[src/rtl/nes_bus_pkg.sv]
// Shared definitions for the NES system bus: DMA state encoding,
// memory-mapped register addresses and read/write polarity.
package nes_bus_pkg;

  typedef enum logic [2:0] {
    DMA_IDLE  = 3'd0,
    DMA_HALT  = 3'd1,
    DMA_ALIGN = 3'd2,
    DMA_READ  = 3'd3,
    DMA_WRITE = 3'd4
  } dma_state_t;

  localparam logic [15:0] OAMDMA_ADDR  = 16'h4014;
  localparam logic [15:0] OAMDATA_ADDR = 16'h2004;

  localparam logic RW_READ  = 1'b1;
  localparam logic RW_WRITE = 1'b0;

endpackage

[src/rtl/nes_oam_dma_if.sv]
// CPU-side and system-bus-side signals of the OAM DMA arbiter.
// The master side is the environment (CPU core plus memory), and the
// slave side is the DMA controller that arbitrates the bus.
interface nes_oam_dma_if;

  logic        cpuTick;
  logic [15:0] cpuAddress;
  logic [7:0]  cpuDataOut;
  logic        cpuRw;
  logic [7:0]  busDataIn;
  logic        cpuHalt;
  logic [15:0] addressOut;
  logic [7:0]  dataOut;
  logic        rw;
  logic        dmaActive;

  modport master (
    output cpuTick, cpuAddress, cpuDataOut, cpuRw, busDataIn,
    input  cpuHalt, addressOut, dataOut, rw, dmaActive
  );

  modport slave (
    input  cpuTick, cpuAddress, cpuDataOut, cpuRw, busDataIn,
    output cpuHalt, addressOut, dataOut, rw, dmaActive
  );

endinterface

[src/rtl/nes_oam_dma.sv]
// Sprite OAM DMA controller and CPU bus arbiter.
// A CPU write to $4014 freezes the CPU and copies page $XX00-$XXFF to the
// PPU OAM data port, one READ/WRITE pair per byte, then returns the bus.
module nes_oam_dma
  import nes_bus_pkg::*;
(
  input logic           clock,
  input logic           reset,
  nes_oam_dma_if.slave  bus
);

  dma_state_t  r_state;
  logic        r_parity;
  logic [7:0]  r_page;
  logic [7:0]  r_index;
  logic [7:0]  r_latch;

  logic [15:0] w_addressOut;
  logic [7:0]  w_dataOut;
  logic        w_rw;
  logic        w_trigger;

  assign w_trigger = (bus.cpuRw == RW_WRITE) && (bus.cpuAddress == OAMDMA_ADDR);

  // Control FSM and datapath registers; everything advances only on a CPU tick, except reset.
  always_ff @(posedge clock) begin
    if (reset) begin
      r_state  <= DMA_IDLE;
      r_parity <= 1'b0;
      r_page   <= 8'h00;
      r_index  <= 8'h00;
      r_latch  <= 8'h00;
    end else if (bus.cpuTick) begin
      r_parity <= ~r_parity;
      case (r_state)
        DMA_IDLE: begin
          if (w_trigger) begin
            r_page  <= bus.cpuDataOut;
            r_index <= 8'h00;
            r_state <= DMA_HALT;
          end
        end
        DMA_HALT: begin
          // The next tick runs with the inverted parity; READ must land on parity 0.
          if (r_parity == 1'b0) begin
            r_state <= DMA_ALIGN;
          end else begin
            r_state <= DMA_READ;
          end
        end
        DMA_ALIGN: begin
          r_state <= DMA_READ;
        end
        DMA_READ: begin
          r_latch <= bus.busDataIn;
          r_state <= DMA_WRITE;
        end
        DMA_WRITE: begin
          r_index <= r_index + 8'd1;
          if (r_index == 8'hFF) begin
            r_state <= DMA_IDLE;
          end else begin
            r_state <= DMA_READ;
          end
        end
        default: begin
          r_state <= DMA_IDLE;
        end
      endcase
    end
  end

  // Bus mux: the CPU owns the bus except while the DMA is reading or writing.
  always_comb begin
    w_addressOut = bus.cpuAddress;
    w_dataOut    = bus.cpuDataOut;
    w_rw         = bus.cpuRw;
    case (r_state)
      DMA_READ: begin
        w_addressOut = {r_page, r_index};
        w_rw         = RW_READ;
      end
      DMA_WRITE: begin
        w_addressOut = OAMDATA_ADDR;
        w_dataOut    = r_latch;
        w_rw         = RW_WRITE;
      end
      default: begin
      end
    endcase
  end

  assign bus.addressOut = w_addressOut;
  assign bus.dataOut    = w_dataOut;
  assign bus.rw         = w_rw;
  assign bus.cpuHalt    = (r_state != DMA_IDLE);
  assign bus.dmaActive  = (r_state == DMA_READ) || (r_state == DMA_WRITE);

endmodule

[src/flat_wrapper.sv]
// flat-port wrapper written by rule: the top's interface ports become plain ports
module nes_oam_dma_flat import nes_bus_pkg::*;
  (clock, reset, bus_cpuTick, bus_cpuAddress, bus_cpuDataOut, bus_cpuRw, bus_busDataIn, bus_cpuHalt, bus_addressOut, bus_dataOut, bus_rw, bus_dmaActive);
  nes_oam_dma_if bus_i ();
  input logic clock;
  input logic reset;
  input wire logic [$bits(bus_i.cpuTick)-1:0] bus_cpuTick;
  input wire logic [$bits(bus_i.cpuAddress)-1:0] bus_cpuAddress;
  input wire logic [$bits(bus_i.cpuDataOut)-1:0] bus_cpuDataOut;
  input wire logic [$bits(bus_i.cpuRw)-1:0] bus_cpuRw;
  input wire logic [$bits(bus_i.busDataIn)-1:0] bus_busDataIn;
  output wire logic [$bits(bus_i.cpuHalt)-1:0] bus_cpuHalt;
  output wire logic [$bits(bus_i.addressOut)-1:0] bus_addressOut;
  output wire logic [$bits(bus_i.dataOut)-1:0] bus_dataOut;
  output wire logic [$bits(bus_i.rw)-1:0] bus_rw;
  output wire logic [$bits(bus_i.dmaActive)-1:0] bus_dmaActive;
  assign bus_i.cpuTick = bus_cpuTick;
  assign bus_i.cpuAddress = bus_cpuAddress;
  assign bus_i.cpuDataOut = bus_cpuDataOut;
  assign bus_i.cpuRw = bus_cpuRw;
  assign bus_i.busDataIn = bus_busDataIn;
  assign bus_cpuHalt = bus_i.cpuHalt;
  assign bus_addressOut = bus_i.addressOut;
  assign bus_dataOut = bus_i.dataOut;
  assign bus_rw = bus_i.rw;
  assign bus_dmaActive = bus_i.dmaActive;
  nes_oam_dma u_core (.clock(clock), .reset(reset), .bus(bus_i));
endmodule
[config.mk]
export PLATFORM = sky130hd
export DESIGN_NAME = nes_oam_dma_flat
export DESIGN_NICKNAME = d
export VERILOG_FILES = /design/src/rtl/nes_bus_pkg.sv /design/src/rtl/nes_oam_dma_if.sv /design/src/rtl/nes_oam_dma.sv /design/src/flat_wrapper.sv
export SDC_FILE = /design/constraint.sdc
export NUM_CORES = 1
export LEC_CHECK = 0
export CAP_MARGIN = 10
export CELL_PAD_IN_SITES_DETAIL_PLACEMENT = 1
export CELL_PAD_IN_SITES_GLOBAL_PLACEMENT = 1
export CORE_AREA = 3 3 80 82
export DETAILED_ROUTE_END_ITERATION = 10
export DIE_AREA = 0 0 83 85
export PLACE_DENSITY_LB_ADDON = 0.25
export SLEW_MARGIN = 25
export SYNTH_ARGS = -nofsm -noshare
export SYNTH_HDL_FRONTEND = slang
export SYNTH_SLANG_ARGS = --single-unit
[constraint.sdc]
create_clock -name clock -period 1.6 [get_ports clock]
set_clock_uncertainty 0.05 [all_clocks]
set_input_delay 0.24 -clock clock [delete_from_list [all_inputs] [get_ports clock]]
set_output_delay 0.24 -clock clock [all_outputs]
set_load 0.05 [all_outputs]
==> results of run 1 <==
## layout make-up
type / instances / share of cell area, %
Tap cell: 75 / 2.76
Multi-Input combinational cell: 151 / 39.9
Sequential cell: 28 / 16.8
Timing Repair Buffer: 110 / 38.2
Inverter: 2 / 0.221
Clock inverter: 1 / 0.882
Clock buffer: 3 / 1.21
## registers in the layout, indices dropped and copies added, names as in the netlist
name             cells
u_core.r_latch       8
u_core.r_state       3
u_core.r_page        8
u_core.r_parity      1
u_core.r_index       8
## power by group
part | switching (uW) | leakage [uW] | internal (uW) | total (uW)
combinational | 231 | 0.00111 | 253 | 485
clock | 269 | 0.0000357 | 336 | 606
sequential | 2.49 | 0.000229 | 694 | 697
## layout by cell type, fill, tap and decap left out, types with 4 or more instances in the layout
master / n
clkdlybuf4s50_1: 20
dlygate4sd2_1: 9
buf_12: 26
dlymetal6s2s_1: 6
mux2i_1: 7
buf_4: 35
nor4b_4: 4
dfxtp_1: 24
mux2_2: 5
a21oi_2: 4
a21oi_1: 11
buf_6: 13
o21ai_2: 6
a22o_4: 8
nand2_1: 21
nand3_1: 5
nor2_1: 14
## worst register-to-register path, cell delays in order, from the launching register on
cell	delay, ns
dfxtp_4	0.38
buf_6	0.12
or3_4	0.37
buf_6	0.14
nor3_4	0.17
buf_12	0.17
mux2i_1	0.23
nor2_1	0.06
## metrics by stage
stage / power [uW] / worst slack (ns) / setup TNS, ns / hold WS [ns] / std cells
after CTS: 1760 / -0.257 / -6.52 / 0.417 / 364
after floorplan: 896 / -0.0364 / -0.292 / 0.326 / 190
after global routing: 1830 / -0.318 / -9.90 / 0.441 / 370
after detailed placement: 1180 / -0.571 / -9.22 / 0.401 / 352
after global placement: 1170 / -0.509 / -8.51 / 0.393 / 352
final: 1790 / -0.288 / -8.02 / 0.414 / 370
## per-layer routing
metal	share of wire, %	vias up	global-route usage [%]
met5	0	-	0
met4	2.3	0	5.20
met3	4.6	15	4.37
met2	53	59	38.5
met1	40	965	23.6
li1	-	914	-
## cells by family after synthesis
| kind of cell | count (synthesis) | share of synthesized area (%) |
|---|---|---|
| AOI/OAI and AO/OA | 49 | 20.9 |
| adders and majority gates | 1 | 0.793 |
| DFF | 28 | 35.5 |
| xor gates and xnor gates | 2 | 1.11 |
| and+or+nand+nor | 82 | 27.8 |
| buffers and inverters | 12 | 3.09 |
| muxes | 16 | 10.8 |
## path summary, 6_finish.rpt
path | startpoint | depth (start not counted) | to | slack [ns]
worst max-delay path | u_core.r_state[0] | 5 | bus_dataOut[1] | -0.29
worst min-delay path | u_core.r_latch[5] | 2 | u_core.r_latch[5] | 0.41
worst max register to register | u_core.r_state[2] | 7 | u_core.r_page[6] | -0.20
worst min register to register | u_core.r_latch[5] | 2 | u_core.r_latch[5] | 0.41
## synth_stat cells (all sizes together) (4+ instances only)
cell type | count | area [um^2]
a21oi | 16 | 80.1
a22o | 14 | 123
clkbuf | 7 | 26.3
dfxtp | 28 | 561
mux2 | 8 | 90.1
mux2i | 8 | 80.1
nand2 | 27 | 101
nand3 | 8 | 40.0
nor2 | 16 | 60.1
nor4b | 4 | 41.3
o21ai | 8 | 40.0
## what timing repair did
action | 4_1_cts | 5_1_grt
gates resized for setup | 58 | 50
pin swaps | 15 | 20
setup endpoints to repair | 47 | 47
buffers inserted | 6 | 8
gates cloned | 2 | 0
==> run summary, run 1 <==
drt wl/cell: 21.6 um
Post-DRT Antenna Nets: 0
mean area per synthesized cell: 8.30 um^2
GRT Overall Usage: 20.5%
largest net degree at the start of global routing: 17
Final Routed Wirelength: 8000 um
Die W: 83 um
Post-CTS Hold Buffers: 0
Primary FF master, synth: dfxtp_1
RSZ-0062 raised after global routing: true
Synth Register Bits: 28
TritonCTS clock tree: built
pwr dens: 525 nW/um^2
CTS sink count: 28
Finish-stage setup viols: 42
worst slew pin tran: 0.393 ns
Yosys cell types: 37
vias per cell: 5.28
WP data required: 1.31 ns
Max-cap violations: 0
I/O Buffers: 62
P_leak: 0.00138 uW
Startpoint Class: flop
slew margin rel.: 73.8%
DR vias: 1953
Layout Cell Area excl Fill: 3400 um^2
Row Count: 28
H-tree Lvls: 1
fillcell total: 638
initial antenna violation count: 0
worst-path maximum fanout: 5
total global routing overflow: 0
Post-synth EDFFs: 0
share of synthesized flip-flops with an asynchronous set or reset: 0%
DRT iter0 DRCs: 112
Tcrit/Tclk final: 118%
die area: 7060 um^2
root buf cell: clkbuf_8
status: complete, but fails checks
Max Clk Rate: 530 MHz
Tmin final: 1.89 ns
Max IR drop VDD: 0.402 mV
clock transition at the registers of the reported paths: 0.11 ns
first-pass detailed-route iteration total: 4
detailed placement HPWL: 5090 um
ant diodes: 0
YS warnings: 0
placer's final routability congestion estimate: 0.820
Reg area: 573 um^2
worst path cell trace: nor2_4, nand2_4, buf_6, mux2_4, buf_12
Initial Utilization: 27.1%
critical path class: reg2out
first-pass GRT wire length: 11600 um
PnR worst setup slack: -0.288 ns
max-slew violation count: 0
Placeable Area: 5820 um^2
CP max-delay cell: dfxtp_4
sequential fraction of the synthesis area: 35.5%
Max clock buf depth: 2
mapped cell area: 1580 um^2
Post-route DRC: 0
worst min-delay path class: reg2reg
via count of the first global-routing pass: 2151
Die Y: 85 um
final hold violation count: 0
crit path capture type: output pin
fraction of layout instances using a drive strength above 1: 50.5%
crit path DAT: 1.60 ns
CTS buffer count: 3
Crit path max-delay family: flip-flops
fin nets: 333
syn nets: 227
Multi-input gate area: 1360 um^2
Top Ports: 63
Final Util: 58.5%
Syn-to-layout area delta: 116%
clk_lat worst skew: 0.29 ns
placed cell areas: 2830 um^2
failing checks: setup timing
max incr delay on CP: 0.38 ns
CP Buf/Inv Count: 2
Mapped Cells: 190
Note: power is estimated with default switching activity, not from simulation.
==> inputs of run 2 (changes only) <==
--- a/config.mk
+++ b/config.mk
@@ -8,9 +8,9 @@
 export CAP_MARGIN = 10
 export CELL_PAD_IN_SITES_DETAIL_PLACEMENT = 1
 export CELL_PAD_IN_SITES_GLOBAL_PLACEMENT = 1
-export CORE_AREA = 3 3 80 82
+export CORE_AREA = 3 3 73 89
 export DETAILED_ROUTE_END_ITERATION = 10
-export DIE_AREA = 0 0 83 85
+export DIE_AREA = 0 0 76 92
 export PLACE_DENSITY_LB_ADDON = 0.25
 export SLEW_MARGIN = 25
 export SYNTH_ARGS = -nofsm -noshare
==> run 2 against run 1 <==
  * The run still ends with setup timing left
  * Via count increased by 1.9%
  * Hold slack improved by 0.0097 ns
  * Sequential cell count unchanged
  * Combinational power increased by 4%
  * Sequential power about the same
  * First-iteration DRC count increased by 49%
  * Clock power decreased by 20%
  * Critical path type unchanged
==> run summary, run 2 (synthesized netlist as in run 1, its figures left out) <==
placer's final routability congestion estimate: 0.770 (was 0.820)
registers with the most flip-flops: u_core.r_index (8), u_core.r_latch (8), u_core.r_page (8) (unchanged)
DRT iter0 DRCs: 167 (was 112)
crit path capture type: output pin (unchanged)
status: complete, but fails checks (unchanged)
Die Y: 92 um (was 85 um)
H-tree Lvls: 1 (unchanged)
Tcrit/Tclk final: 115% (was 118%)
critical path class: reg2out (unchanged)
pwr dens: 494 nW/um^2 (was 525 nW/um^2)
via count of the first global-routing pass: 2193 (was 2151)
most frequent cells in the layout: buf_4 (34), buf_12 (25), nand2_1 (21) (was buf_4 (35), buf_12 (26), dfxtp_1 (24))
reg2reg path depth: 7 (unchanged)
worst r2r src: u_core.r_state[1] (was u_core.r_state[2])
Max clock buf depth: 2 (unchanged)
fin nets: 332 (was 333)
Post-route DRC: 0 (unchanged)
first-pass detailed-route iteration total: 4 (unchanged)
Finish-stage setup viols: 43 (was 42)
clock transition at the registers of the reported paths: 0.11 ns (about the same)
worst hold path depth: 2 (unchanged)
detailed placement HPWL: 4940 um (was 5090 um)
die area: 6990 um^2 (was 7060 um^2)
Die W: 76 um (was 83 um)
R2R Path End: u_core.r_page[7] (was u_core.r_page[6])
Max-cap violations: 0 (unchanged)
worst-path maximum fanout: 7 (was 5)
drt wl/cell: 21.7 um (was 21.6 um)
largest net degree at the start of global routing: 24 (was 17)
failing checks: setup timing (unchanged)
Startpoint Class: flop (unchanged)
worst hold start: u_core.r_latch[1] (was u_core.r_latch[5])
first-pass GRT wire length: 11700 um (was 11600 um)
ant diodes: 0 (unchanged)
initial antenna violation count: 0 (unchanged)
Post-DRT Antenna Nets: 0 (unchanged)
fillcell total: 588 (was 638)
Final Util: 60.1% (was 58.5%)
Row Count: 30 (was 28)
CTS sink count: 28 (unchanged)
crit path DAT: 1.56 ns (was 1.60 ns)
Placeable Area: 5670 um^2 (was 5820 um^2)
Initial Utilization: 27.8% (was 27.1%)
I/O Buffers: 62 (unchanged)
total global routing overflow: 0 (unchanged)
Syn-to-layout area delta: 116% (about the same)
slew margin rel.: 72.4% (was 73.8%)
P_leak: 0.00139 uW (was 0.00138 uW)
RSZ-0062 raised after global routing: true (unchanged)
Tmin final: 1.85 ns (was 1.89 ns)
R2R setup slack: -0.23 ns (was -0.20 ns)
Max Clk Rate: 542 MHz (was 530 MHz)
Max IR drop VDD: 0.353 mV (was 0.402 mV)
fraction of layout instances using a drive strength above 1: 51.4% (was 50.5%)
PnR worst setup slack: -0.246 ns (was -0.288 ns)
Top Ports: 63 (unchanged)
worst slew pin tran: 0.413 ns (was 0.393 ns)
Final Total Pwr: 1680 uW (was 1790 uW)
vias per cell: 5.32 (was 5.28)
root buf cell: clkbuf_8 (unchanged)
CTS buffer count: 3 (unchanged)
max-slew violation count: 0 (unchanged)
Final Routed Wirelength: 8100 um (was 8000 um)
DR vias: 1990 (was 1953)
clk_lat worst skew: 0.29 ns (about the same)
worst min-delay path class: reg2reg (unchanged)
final hold violation count: 0 (unchanged)
WHS Endpoint: u_core.r_latch[1] (was u_core.r_latch[5])
GRT Overall Usage: 21.2% (was 20.5%)
WP data required: 1.31 ns (about the same)
most common cell after layout, fill and taps aside: buf_4 (unchanged)
TritonCTS clock tree: built (unchanged)
run 2: layout make-up:
type / count / area, um^2 / share of cell area, %
Timing Repair Buffer: 109 / 1300 / 38.1
Clock buffer: 4 / 55.1 / 1.62
Tap cell: 80 / 100 / 2.94
Inverter: 2 / 7.51 / 0.221
Multi-Input combinational cell: 151 / 1370 / 40.1
Sequential cell: 28 / 578 / 17.0
run 2: routing by layer:
| metal | GRT usage [%] | routed length (um) | up-vias |
|---|---|---|---|
| met3 | 6.48 | 553 | 17 |
| met4 | 6.04 | 184 | 0 |
| met1 | 23.6 | 3050 | 982 |
| met2 | 38.8 | 4320 | 79 |
| li1 | - | - | 912 |
| met5 | 0 | 0 | - |
run 2: per-stage QoR:
step                cells  hold WS (ns)  setup WS (ns)  TNS, ns  instance area, um^2
CTS                   372         0.413         -0.213    -6.21                 3190
finish                374         0.424         -0.246    -7.39                 3400
detailed placement    360         0.398         -0.501    -8.26                 2840
global route          374         0.433         -0.303   -10.38                 3400
floorplan             190         0.326        -0.0364   -0.292                 1640
global placement      360         0.392         -0.496    -8.41                 2840
run 2: worst max-delay path by stage:
stage	depth (start not counted)	endpoint	start
3_3_place_gp	6	u_core.r_index[2]	bus_cpuAddress[3]
3_5_place_dp	6	u_core.r_index[7]	bus_cpuAddress[5]
2_1_floorplan	4	u_core.r_page[0]	u_core.r_state[1]
6_report	5	bus_dataOut[0]	u_core.r_state[1]
4_1_cts	5	bus_dataOut[0]	u_core.r_state[1]
5_1_grt	5	bus_dataOut[0]	u_core.r_state[1]
run 2: worst max-delay path: stages, from the launching register on:
cell     delay (ns)
dfxtp_4        0.38
nor2_4         0.17
nand2_2        0.10
buf_6          0.15
mux2_2         0.31
buf_12         0.16
run 2: timing repair:
item | CTS | global route
hold endpoints to repair | 0 | 0
gates cloned | 1 | 0
endpoints found under the setup margin | 46 | 54
resized for setup | 62 | 52
hold buffers | 0 | 0
pin swaps | 27 | 19
setup buffers | 7 | 3
run 2: report_power, final:
group	internal, uW	switching [uW]
Combinational	265	238
Sequential	694	1.75
Clock	222	261
Total	1180	500
